$ cat src/rtl/pipe_pkg.sv
// Shared types and constants for the F/D/X/M/W pipeline sequencing logic.
package pipe_pkg;

  typedef enum logic [2:0] {
    ST_IDLE     = 3'd0,
    ST_RUN      = 3'd1,
    ST_MEM_WAIT = 3'd2,
    ST_DRAIN    = 3'd3,
    ST_HALTED   = 3'd4
  } pipe_state_e;

  localparam logic [31:0] NOP_INSN         = 32'h0;
  localparam int          DRAIN_CYCLES_DEF = 3;
  localparam logic [4:0]  REG_ZERO         = 5'd0;

  typedef struct packed {
    logic       valid;
    logic       rwe;
    logic [4:0] dst;
  } sb_entry_t;

  // A used, non-zero source collides with a live writer in the given stage.
  function automatic logic src_hits(input logic [4:0] src, input logic use_src,
                                    input sb_entry_t e);
    return use_src && (src != REG_ZERO) && e.valid && e.rwe && (e.dst == src);
  endfunction

endpackage

$ cat src/rtl/hazard_scoreboard.sv
// Three-entry destination scoreboard for DX/XM/MW plus the RAW compare
// against the instruction currently in decode.
module hazard_scoreboard
  import pipe_pkg::*;
#(
  parameter int WB_BYPASS = 1
) (
  input  logic       clock,
  input  logic       reset_n,
  input  logic       adv_i,
  input  logic       in_valid_i,
  input  logic       in_rwe_i,
  input  logic [4:0] in_dst_i,
  input  logic       d_valid_i,
  input  logic [4:0] rs_i,
  input  logic [4:0] rt_i,
  input  logic       use_rs_i,
  input  logic       use_rt_i,
  output logic       raw_o,
  output logic       valid_dx_o,
  output logic       valid_xm_o,
  output logic       valid_mw_o
);

  localparam bit CHECK_MW = (WB_BYPASS == 0);

  sb_entry_t dx_q, xm_q, mw_q;
  sb_entry_t in_e;

  // Bubbled entries are fully cleared so a stale dst can never match.
  always_comb begin
    in_e.valid = in_valid_i;
    in_e.rwe   = in_valid_i & in_rwe_i;
    in_e.dst   = in_valid_i ? in_dst_i : REG_ZERO;
  end

  // NOTE: sequential state uses non-blocking assignments so every stage
  // samples the previous stage's value from before the clock edge.
  always_ff @(posedge clock or negedge reset_n) begin
    if (!reset_n) begin
      dx_q <= '0;
      xm_q <= '0;
      mw_q <= '0;
    end else if (adv_i) begin
      dx_q <= in_e;
      xm_q <= dx_q;
      mw_q <= xm_q;
    end
  end

  logic hit_rs, hit_rt;

  always_comb begin
    hit_rs = src_hits(rs_i, use_rs_i, dx_q) | src_hits(rs_i, use_rs_i, xm_q)
           | (CHECK_MW & src_hits(rs_i, use_rs_i, mw_q));
    hit_rt = src_hits(rt_i, use_rt_i, dx_q) | src_hits(rt_i, use_rt_i, xm_q)
           | (CHECK_MW & src_hits(rt_i, use_rt_i, mw_q));
    raw_o  = d_valid_i & (hit_rs | hit_rt);
  end

  assign valid_dx_o = dx_q.valid;
  assign valid_xm_o = xm_q.valid;
  assign valid_mw_o = mw_q.valid;

endmodule

$ cat src/rtl/pipe_hazard_ctrl.sv
// Pipeline sequencing controller: start/drain/halt FSM, stall and flush
// arbitration, RAW interlock and cycle/stall performance counters.
module pipe_hazard_ctrl
  import pipe_pkg::*;
#(
  parameter int WB_BYPASS    = 1,
  parameter int DRAIN_CYCLES = DRAIN_CYCLES_DEF,
  parameter int CNT_W        = 32
) (
  input  logic             clock,
  input  logic             reset_n,
  input  logic             start,
  input  logic             halt,
  input  logic [4:0]       id_rs,
  input  logic [4:0]       id_rt,
  input  logic             id_use_rs,
  input  logic             id_use_rt,
  input  logic             id_rwe,
  input  logic [4:0]       id_dst,
  input  logic             ex_redirect,
  input  logic             i_busy,
  input  logic             d_busy,
  output logic             fetch_en,
  output logic             hold_fd,
  output logic             bubble_dx,
  output logic             flush_fd,
  output logic             freeze,
  output logic             valid_dx,
  output logic             valid_xm,
  output logic             valid_mw,
  output logic [2:0]       state,
  output logic [CNT_W-1:0] cycle_count,
  output logic [CNT_W-1:0] stall_count
);

  localparam int              DW         = (DRAIN_CYCLES > 1) ? $clog2(DRAIN_CYCLES) : 1;
  localparam logic [DW-1:0]   DRAIN_LAST = DW'(DRAIN_CYCLES - 1);

  pipe_state_e      state_q, state_d;
  logic             valid_fd_q, valid_fd_d;
  logic [DW-1:0]    drain_q, drain_d;
  logic [CNT_W-1:0] cycle_q, cycle_d, stall_q, stall_d;
  logic             raw_hit, redirect, count_en;

  hazard_scoreboard #(.WB_BYPASS(WB_BYPASS)) u_sb (
    .clock      (clock),
    .reset_n    (reset_n),
    .adv_i      (!freeze),
    .in_valid_i (valid_fd_q & !bubble_dx),
    .in_rwe_i   (id_rwe),
    .in_dst_i   (id_dst),
    .d_valid_i  (valid_fd_q),
    .rs_i       (id_rs),
    .rt_i       (id_rt),
    .use_rs_i   (id_use_rs),
    .use_rt_i   (id_use_rt),
    .raw_o      (raw_hit),
    .valid_dx_o (valid_dx),
    .valid_xm_o (valid_xm),
    .valid_mw_o (valid_mw)
  );

  assign redirect = ex_redirect & valid_dx;

  // NOTE: every output and next-state variable gets a default before the
  // case so no path leaves one unassigned and a latch is never inferred.
  always_comb begin
    state_d    = state_q;
    valid_fd_d = valid_fd_q;
    drain_d    = drain_q;
    fetch_en   = 1'b0;
    hold_fd    = 1'b0;
    bubble_dx  = 1'b0;
    flush_fd   = 1'b0;
    freeze     = 1'b0;
    case (state_q)
      ST_IDLE: begin
        valid_fd_d = 1'b0;
        drain_d    = '0;
        if (start) state_d = ST_RUN;
      end
      ST_RUN, ST_MEM_WAIT: begin
        if (d_busy) begin
          freeze = 1'b1;
          if (state_q == ST_RUN && valid_xm) state_d = ST_MEM_WAIT;
        end else begin
          state_d = ST_RUN;
          if (redirect) begin
            flush_fd   = 1'b1;
            bubble_dx  = 1'b1;
            fetch_en   = 1'b1;
            valid_fd_d = 1'b0;
          end else if (raw_hit || i_busy) begin
            hold_fd   = 1'b1;
            bubble_dx = 1'b1;
          end else if (valid_fd_q && halt) begin
            // The halt insn issues into DX; nothing behind it is fetched.
            state_d    = ST_DRAIN;
            drain_d    = '0;
            valid_fd_d = 1'b0;
          end else begin
            fetch_en   = 1'b1;
            valid_fd_d = 1'b1;
          end
        end
      end
      ST_DRAIN: begin
        bubble_dx  = 1'b1;
        valid_fd_d = 1'b0;
        if (drain_q == DRAIN_LAST) state_d = ST_HALTED;
        else                       drain_d = drain_q + DW'(1);
      end
      ST_HALTED: begin
        bubble_dx  = 1'b1;
        valid_fd_d = 1'b0;
      end
      default: state_d = ST_IDLE;
    endcase
  end

  assign count_en = (state_q == ST_RUN) || (state_q == ST_MEM_WAIT) || (state_q == ST_DRAIN);

  always_comb begin
    cycle_d = count_en ? cycle_q + CNT_W'(1) : cycle_q;
    stall_d = (count_en && (hold_fd || freeze)) ? stall_q + CNT_W'(1) : stall_q;
  end

  always_ff @(posedge clock or negedge reset_n) begin
    if (!reset_n) begin
      state_q    <= ST_IDLE;
      valid_fd_q <= 1'b0;
      drain_q    <= '0;
      cycle_q    <= '0;
      stall_q    <= '0;
    end else begin
      state_q    <= state_d;
      valid_fd_q <= valid_fd_d;
      drain_q    <= drain_d;
      cycle_q    <= cycle_d;
      stall_q    <= stall_d;
    end
  end

  assign state       = state_q;
  assign cycle_count = cycle_q;
  assign stall_count = stall_q;

endmodule

$ cat config.mk
export PLATFORM = sky130hd
export DESIGN_NAME = pipe_hazard_ctrl
export DESIGN_NICKNAME = d
export VERILOG_FILES = /design/src/rtl/pipe_pkg.sv /design/src/rtl/hazard_scoreboard.sv /design/src/rtl/pipe_hazard_ctrl.sv
export SDC_FILE = /design/constraint.sdc
export NUM_CORES = 1
export LEC_CHECK = 0
export ABC_AREA = 1
export ABC_CLOCK_PERIOD_IN_PS = 2600
export BUFFER_PORTS_ARGS = -buffer_cell sky130_fd_sc_hd__buf_2
export CAP_MARGIN = 40
export CORE_MARGIN = 2
export CORE_UTILIZATION = 40
export CTS_CLUSTER_DIAMETER = 150
export CTS_CLUSTER_SIZE = 30
export DETAILED_ROUTE_END_ITERATION = 10
export SYNTH_ARGS = -nofsm -noshare
export SYNTH_HDL_FRONTEND = slang
export SYNTH_SLANG_ARGS = --single-unit
$ cat constraint.sdc
create_clock -name clock -period 2.6 [get_ports clock]
set_input_delay 0.52 -clock clock [delete_from_list [all_inputs] [get_ports clock]]
set_output_delay 0.52 -clock clock [all_outputs]
set_load 0.03 [all_outputs]
==> results of run 1 <==
==> critical path, stage by stage (launching register included) <==
cell and delay, ns:
dfrtp_1 0.40, inv_1 0.07, nand2_1 0.05, nand2_1 0.05
nor2_1 0.17, nand3_1 0.11, nand2_1 0.07, nand2_1 0.06
nand2_1 0.09, nand2_2 0.06, nand2_4 0.09, nand2_1 0.10
nor2_1 0.10, clkbuf_4 0.19
==> power groups by stage <==
stage | sequential [uW] | clock [uW] | combinational (uW)
after floorplan | 1410 | 0 | 62.2
after global placement | 1380 | 0 | 174
after detailed placement | 1380 | 0 | 176
after CTS | 1350 | 1240 | 176
after global routing | 1350 | 1300 | 195
final | 1350 | 1200 | 173
==> area by class of cell <==
cell class / instances / area [sq um]
tap: 172 / 215
clock buffer: 9 / 225
sequential: 85 / 2130
inverter: 82 / 310
fill: 1295 / 6360
timing repair buffer: 114 / 638
clock inverter: 7 / 50.0
multi-input combinational: 477 / 2530
==> registers in the layout, indices dropped and copies added, names as in the netlist <==
register and flops:
cycle_count 32, drain_q 2, stall_count 32, state 3
u_sb.dx_q 6, u_sb.valid_dx_o 1, u_sb.valid_mw_o 1, u_sb.valid_xm_o 1
u_sb.xm_q 6, valid_fd_q 1
==> logic make-up (layout without fill, tap and decap cells) <==
| logic type | after synthesis | after routing | share of synthesized area (%) |
|---|---|---|---|
| buffers and inverters | 92 | 212 | 7.76 |
| adder cells (fa/ha/maj) | 3 | 3 | 0.744 |
| AO/OA/AOI/OAI | 51 | 51 | 6.52 |
| XOR/XNOR | 60 | 60 | 10.4 |
| AND/OR/NAND/NOR | 363 | 363 | 32.4 |
| flip-flops | 85 | 85 | 42.2 |
==> per-layer routing <==
layer | track usage (%) | vias up | wire length [um]
met5 | 0 | - | 0
met4 | 8.10 | 0 | 148
met3 | 5.24 | 12 | 810
met2 | 30.7 | 109 | 5730
met1 | 26.4 | 2120 | 5920
li1 | - | 2304 | -
==> metrics by stage <==
stage          total power (uW)  worst slack [ns]
5_1_grt                    2850          -0.00486
4_1_cts                    2770            0.0712
3_3_place_gp               1550             0.244
6_report                   2730             0.130
3_5_place_dp               1550             0.217
2_1_floorplan              1470            0.0645
==> worst min-delay path by stage <==
stage / endpoint / from / slack, ns / depth (start not counted)
3_3_place_gp: cycle_count[31]$_DFFE_PN0P_ / cycle_count[31]$_DFFE_PN0P_ / 0.46 / 1
4_1_cts: stall_count[30]$_DFFE_PN0P_ / reset_n / 0.14 / 1
3_5_place_dp: cycle_count[31]$_DFFE_PN0P_ / cycle_count[31]$_DFFE_PN0P_ / 0.46 / 1
2_1_floorplan: cycle_count[0]$_DFFE_PN0P_ / reset_n / 0.22 / 0
6_report: stall_count[25]$_DFFE_PN0P_ / reset_n / 0.13 / 1
5_1_grt: stall_count[25]$_DFFE_PN0P_ / reset_n / 0.16 / 1
==> cells in the final DEF, fill, tap and decap left out, types with 10 or more instances in the layout <==
cell	n
nor4_1	10
nand4_1	20
buf_2	97
nor3_1	17
nand2_1	203
nand3_1	26
inv_1	72
xor2_1	51
o21ai_0	23
buf_4	14
dfrtp_1	84
o21ai_2	18
nor2_1	58
==> timing repair <==
item	CTS	global route
hold buffers	0	0
gates resized for setup	0	5
setup endpoints to repair	0	3
buffers inserted	0	5
==> results.json, run 1 <==
{
  "status": "finished, final reports clean",
  "clkLatencyLatePin_ns": 0.35,
  "reg2reg_slack_ns": 0.55,
  "die_h_um": 116,
  "nets": 797,
  "ys_seq_area_share_pct": 42.2,
  "avgRoutedWirePerCell_um": 13.3,
  "cts-root-buf": "clkbuf_16",
  "r2r-start": "stall_count[0]$_DFFE_PN0P_",
  "drtIter0Drc": 279,
  "synth-edff-count": 0,
  "grt_pass1_wl_um": 21000,
  "startpoint": "u_sb.xm_q[3]$_DFFE_PN0N_",
  "setup_tns_ns": 0,
  "seqPwrFrac_pct": 49.6,
  "drt_wl_total_um": 12600,
  "final_util_pct": 49.0,
  "num_vias": 4545,
  "grt_pass1_vias": 4447,
  "vias_per_cell": 4.80,
  "crit_type": "reg -> out",
  "synth.distinct_cells": 34,
  "hold_path.class": "in -> async",
  "power.switching_uw": 687,
  "grt_overflow": 0,
  "syn_to_final_growth_pct": 20.9,
  "skew_ns": 0.0173,
  "worstMarginPinSlew_ns": 0.488,
  "irDropWorstVdd_v": 0.000256,
  "clk_pin_slew_ns": 0.07,
  "final_cells": 946,
  "grt_max_degree": 52,
  "cp_data_required_time_ns": 2.08,
  "yosysTopAreaCell": "dfrtp_1",
  "num_io_pins": 100,
  "io_buffers": 99,
  "r2r_cells": 11,
  "core_area_sq_um": 12500,
  "yosys-top-cells-area": "dfrtp_1, nand2_1, xor2_1",
  "htreeDepth": 3,
  "die_w_um": 116,
  "finalCriticalPeriod_ns": 2.47,
  "drt-pass1-iter-count": 4,
  "hold_viol_final": 0,
  "crit_arrival_ns": 1.95,
  "share_comb_of_total_power_pct": 6.4,
  "switching_share_pct": 25.2,
  "grt.total_usage_pct": 19.8,
  "critPathMaxFanout": 5,
  "drive_gt1_share_pct": 24.3,
  "final_area_sq_um": 6100,
  "post-route-period-util_pct": 95.0,
  "reg2reg_to": "stall_count[26]$_DFFE_PN0P_",
  "antenna_found_initial": 0,
  "clockBufferDepth": 2,
  "start_kind": "register",
  "synth_commonest_cells": "nand2_1, dfrtp_1, inv_1, nor2_1, xor2_1",
  "synth_fp_nets": 682,
  "die_area_sq_um": 13500,
  "placed_cell_area_sq_um": 5780,
  "whs_ns": 0.127,
  "p_per_area_nw_per_um2": 447,
  "synthesis.area_sq_um": 5050,
  "yosys.area.top_type_share_pct": 42.2,
  "dp_cells": 925,
  "p_leak_uw": 0.00319,
  "synth_flop_cell": "dfrtp_1",
  "setup_viol": 0,
  "endpoint": "hold_fd",
  "dp_hpwl_um": 9750,
  "p_clk_share_pct": 44.0,
  "synth_cells": 654,
  "p_int_uw": 2040,
  "numCtsBuffers": 9,
  "async_flop_share_pct": 100,
  "core.rowCount": 41,
  "relSlewSlack_pct": 67.4,
  "routabilityCongestion": 0.934,
  "initial_utilization_pct": 40.5,
  "finalMaxSlewViolations": 0,
  "drv_cap": 0,
  "drc": 0,
  "syn_avg_cell_area_sq_um": 7.72,
  "ys_ff_latch": 85,
  "cts_tree": "built",
  "endpoint_kind": "output port",
  "diodes": 0,
  "ant_nets": 0,
  "fmax_ghz": 0.405,
  "yosysWarnings": 0,
  "cts_num_sinks": 85,
  "yosysMostFrequentCell": "nand2_1"
}
(Power assumes the default switching activity.)
==> inputs of run 2 (changes only) <==
--- a/config.mk
+++ b/config.mk
@@ -10,10 +10,11 @@
 export BUFFER_PORTS_ARGS = -buffer_cell sky130_fd_sc_hd__buf_2
 export CAP_MARGIN = 40
 export CORE_MARGIN = 2
-export CORE_UTILIZATION = 40
+export CORE_UTILIZATION = 60
 export CTS_CLUSTER_DIAMETER = 150
 export CTS_CLUSTER_SIZE = 30
 export DETAILED_ROUTE_END_ITERATION = 10
+export PLACE_DENSITY = 0.86
 export SYNTH_ARGS = -nofsm -noshare
 export SYNTH_HDL_FRONTEND = slang
 export SYNTH_SLANG_ARGS = --single-unit
==> run 2 against run 1 <==
  * Combinational power hardly changed
  * First-iteration DRC count is 1.8% higher
  * Via count is 1.6% higher
  * Critical endpoint is now bubble_dx
==> results.json, run 2 (synthesis gave the netlist of run 1 again) <==
{
  "grt_overflow": 0,
  "fmax_ghz": 0.406,
  "drive_gt1_share_pct": 23.5,
  "syn_to_final_growth_pct": 17.3,
  "reg2reg_slack_ns": 0.42,
  "r2r-start": "u_sb.xm_q[3]$_DFFE_PN0N_",
  "hold_path.class": "in -> async",
  "worstMarginPinSlew_ns": 0.586,
  "cp_slowest_stage_delay_ns": 0.45,
  "start_kind": "register",
  "drt_wl_total_um": 11800,
  "endpoint_kind": "output port",
  "grt.total_usage_pct": 26.5,
  "reg2reg_to": "stall_count[12]$_DFFE_PN0P_",
  "p_per_area_nw_per_um2": 453,
  "grt_pass1_vias": 4288,
  "vias_per_cell": 5.32,
  "cts-root-buf": "clkbuf_8",
  "cts_num_sinks": 85,
  "layout_common_cells": "nand2_1, buf_2, dfrtp_1",
  "status": "finished, final reports clean",
  "crit_type": "reg -> out",
  "nets": 786,
  "core.rowCount": 33,
  "clockBufferDepth": 2,
  "p_clk_share_pct": 43.1,
  "io_buffers": 99,
  "crit_arrival_ns": 1.94,
  "numCtsBuffers": 9,
  "power.switching_uw": 626,
  "grt_pass1_wl_um": 19300,
  "skew_ns": 0.0111,
  "relSlewSlack_pct": 60.9,
  "path_cells": "nand2_1 -> inv_1 -> nor2_1 -> nand2_2 -> nor2_4 -> inv_1 -> nor2_4 -> nor2_4 -> nand2_1 -> clkbuf_4",
  "ant_nets": 0,
  "core_area_sq_um": 8180,
  "die_h_um": 95.7,
  "drtIter0Drc": 284,
  "diodes": 0,
  "drc": 0,
  "num_io_pins": 100,
  "cts_tree": "built",
  "routabilityCongestion": 0.949,
  "htreeDepth": 3,
  "layout_commonest_cell": "nand2_1",
  "clk_pin_slew_ns": 0.09,
  "die_w_um": 95.7,
  "whs_ns": 0.124,
  "drv_cap": 0,
  "drt-pass1-iter-count": 5,
  "finalCriticalPeriod_ns": 2.46,
  "setup_tns_ns": 0,
  "share_comb_of_total_power_pct": 6.5,
  "switching_share_pct": 23.3,
  "grt_max_degree": 52,
  "antenna_found_initial": 0,
  "post-route-period-util_pct": 94.8,
  "p_leak_uw": 0.00314,
  "dp_hpwl_um": 8820,
  "avgRoutedWirePerCell_um": 13.6,
  "die_area_sq_um": 9160,
  "crit_top_cell": "nor2_4",
  "irDropWorstVdd_v": 0.000263,
  "critPathMaxFanout": 7,
  "p_int_uw": 2060,
  "slowest_stage": "dfrtp_2",
  "cp_data_required_time_ns": 2.08,
  "finalMaxSlewViolations": 0,
  "r2r_cells": 14,
  "seqPwrFrac_pct": 50.4,
  "hold_viol_final": 0,
  "initial_utilization_pct": 61.7,
  "setup_viol": 0,
  "num_vias": 4617,
  "clkLatencyLatePin_ns": 0.35
}
[run 2: cell count changes in the layout (fill, tap and decap cells not counted), moves of 3 or more]
cell	change
clkbuf_16	-9
nor2_2	-3
clkinvlp_4	-3
buf_4	-9
clkbuf_8	+10
bufinv_16	+3
nor2_4	+3
[run 2: layer usage]
layer	track usage (%)	part of all wire, %	vias to the layer above
li1	-	-	2281
met1	35.2	43	2157
met2	45.3	49	164
met3	3.60	6.1	15
met4	7.62	1.2	0
met5	0	0	-
[run 2: metrics by stage]
step	total power, uW	util, %	instances	worst slack, ns	area, sq um
detailed placement	1550	68.8	850	0.163	5620
global route	2770	72.4	868	-0.0198	5920
CTS	2700	71.8	866	0.0247	5870
finish	2680	72.4	868	0.135	5920
floorplan	1470	-	654	0.0645	5050
global placement	1550	68.8	850	0.236	5620
[run 2: worst max path at each step]
| stage | from | end | slack, ns | cells past startpoint |
|---|---|---|---|---|
| floorplan | state[2]$_DFFE_PN0P_ | bubble_dx | 0.06 | 8 |
| global route | state[0]$_DFFE_PN0P_ | bubble_dx | -0.02 | 10 |
| finish | state[0]$_DFFE_PN0P_ | bubble_dx | 0.14 | 10 |
| global placement | id_rs[0] | bubble_dx | 0.24 | 12 |
| detailed placement | id_rt[0] | bubble_dx | 0.16 | 12 |
| CTS | state[1]$_DFFE_PN0P_ | bubble_dx | 0.02 | 9 |
[run 2: repair_timing]
item | CTS | global route
gates resized for setup | 0 | 13
hold buffers | 0 | 0
setup buffers | 0 | 2
endpoints found under the setup margin | 0 | 2
[run 2: area by class of cell]
type	count	area [sq um]
multi-input cells	477	2560
fillers	671	2250
flip-flops and latches	85	2130
repair buffers	103	546
inverters	82	310
clock buffers	10	138
well taps	105	131
clock inverters	6	109
[run 2: critical path: cells and delay by family, from the launching register on]
kind / cells / cell delay, ns
and+or+nand+nor: 7 / 0.79
buffers and inverters: 3 / 0.35
DFF: 1 / 0.45
[run 2: power by group through the flow]
stage	Combinational (uW)	Sequential [uW]	Clock, uW
2_1_floorplan	62.2	1410	0
3_3_place_gp	169	1380	0
3_5_place_dp	175	1380	0
4_1_cts	175	1350	1170
6_report	175	1350	1160
5_1_grt	193	1350	1220
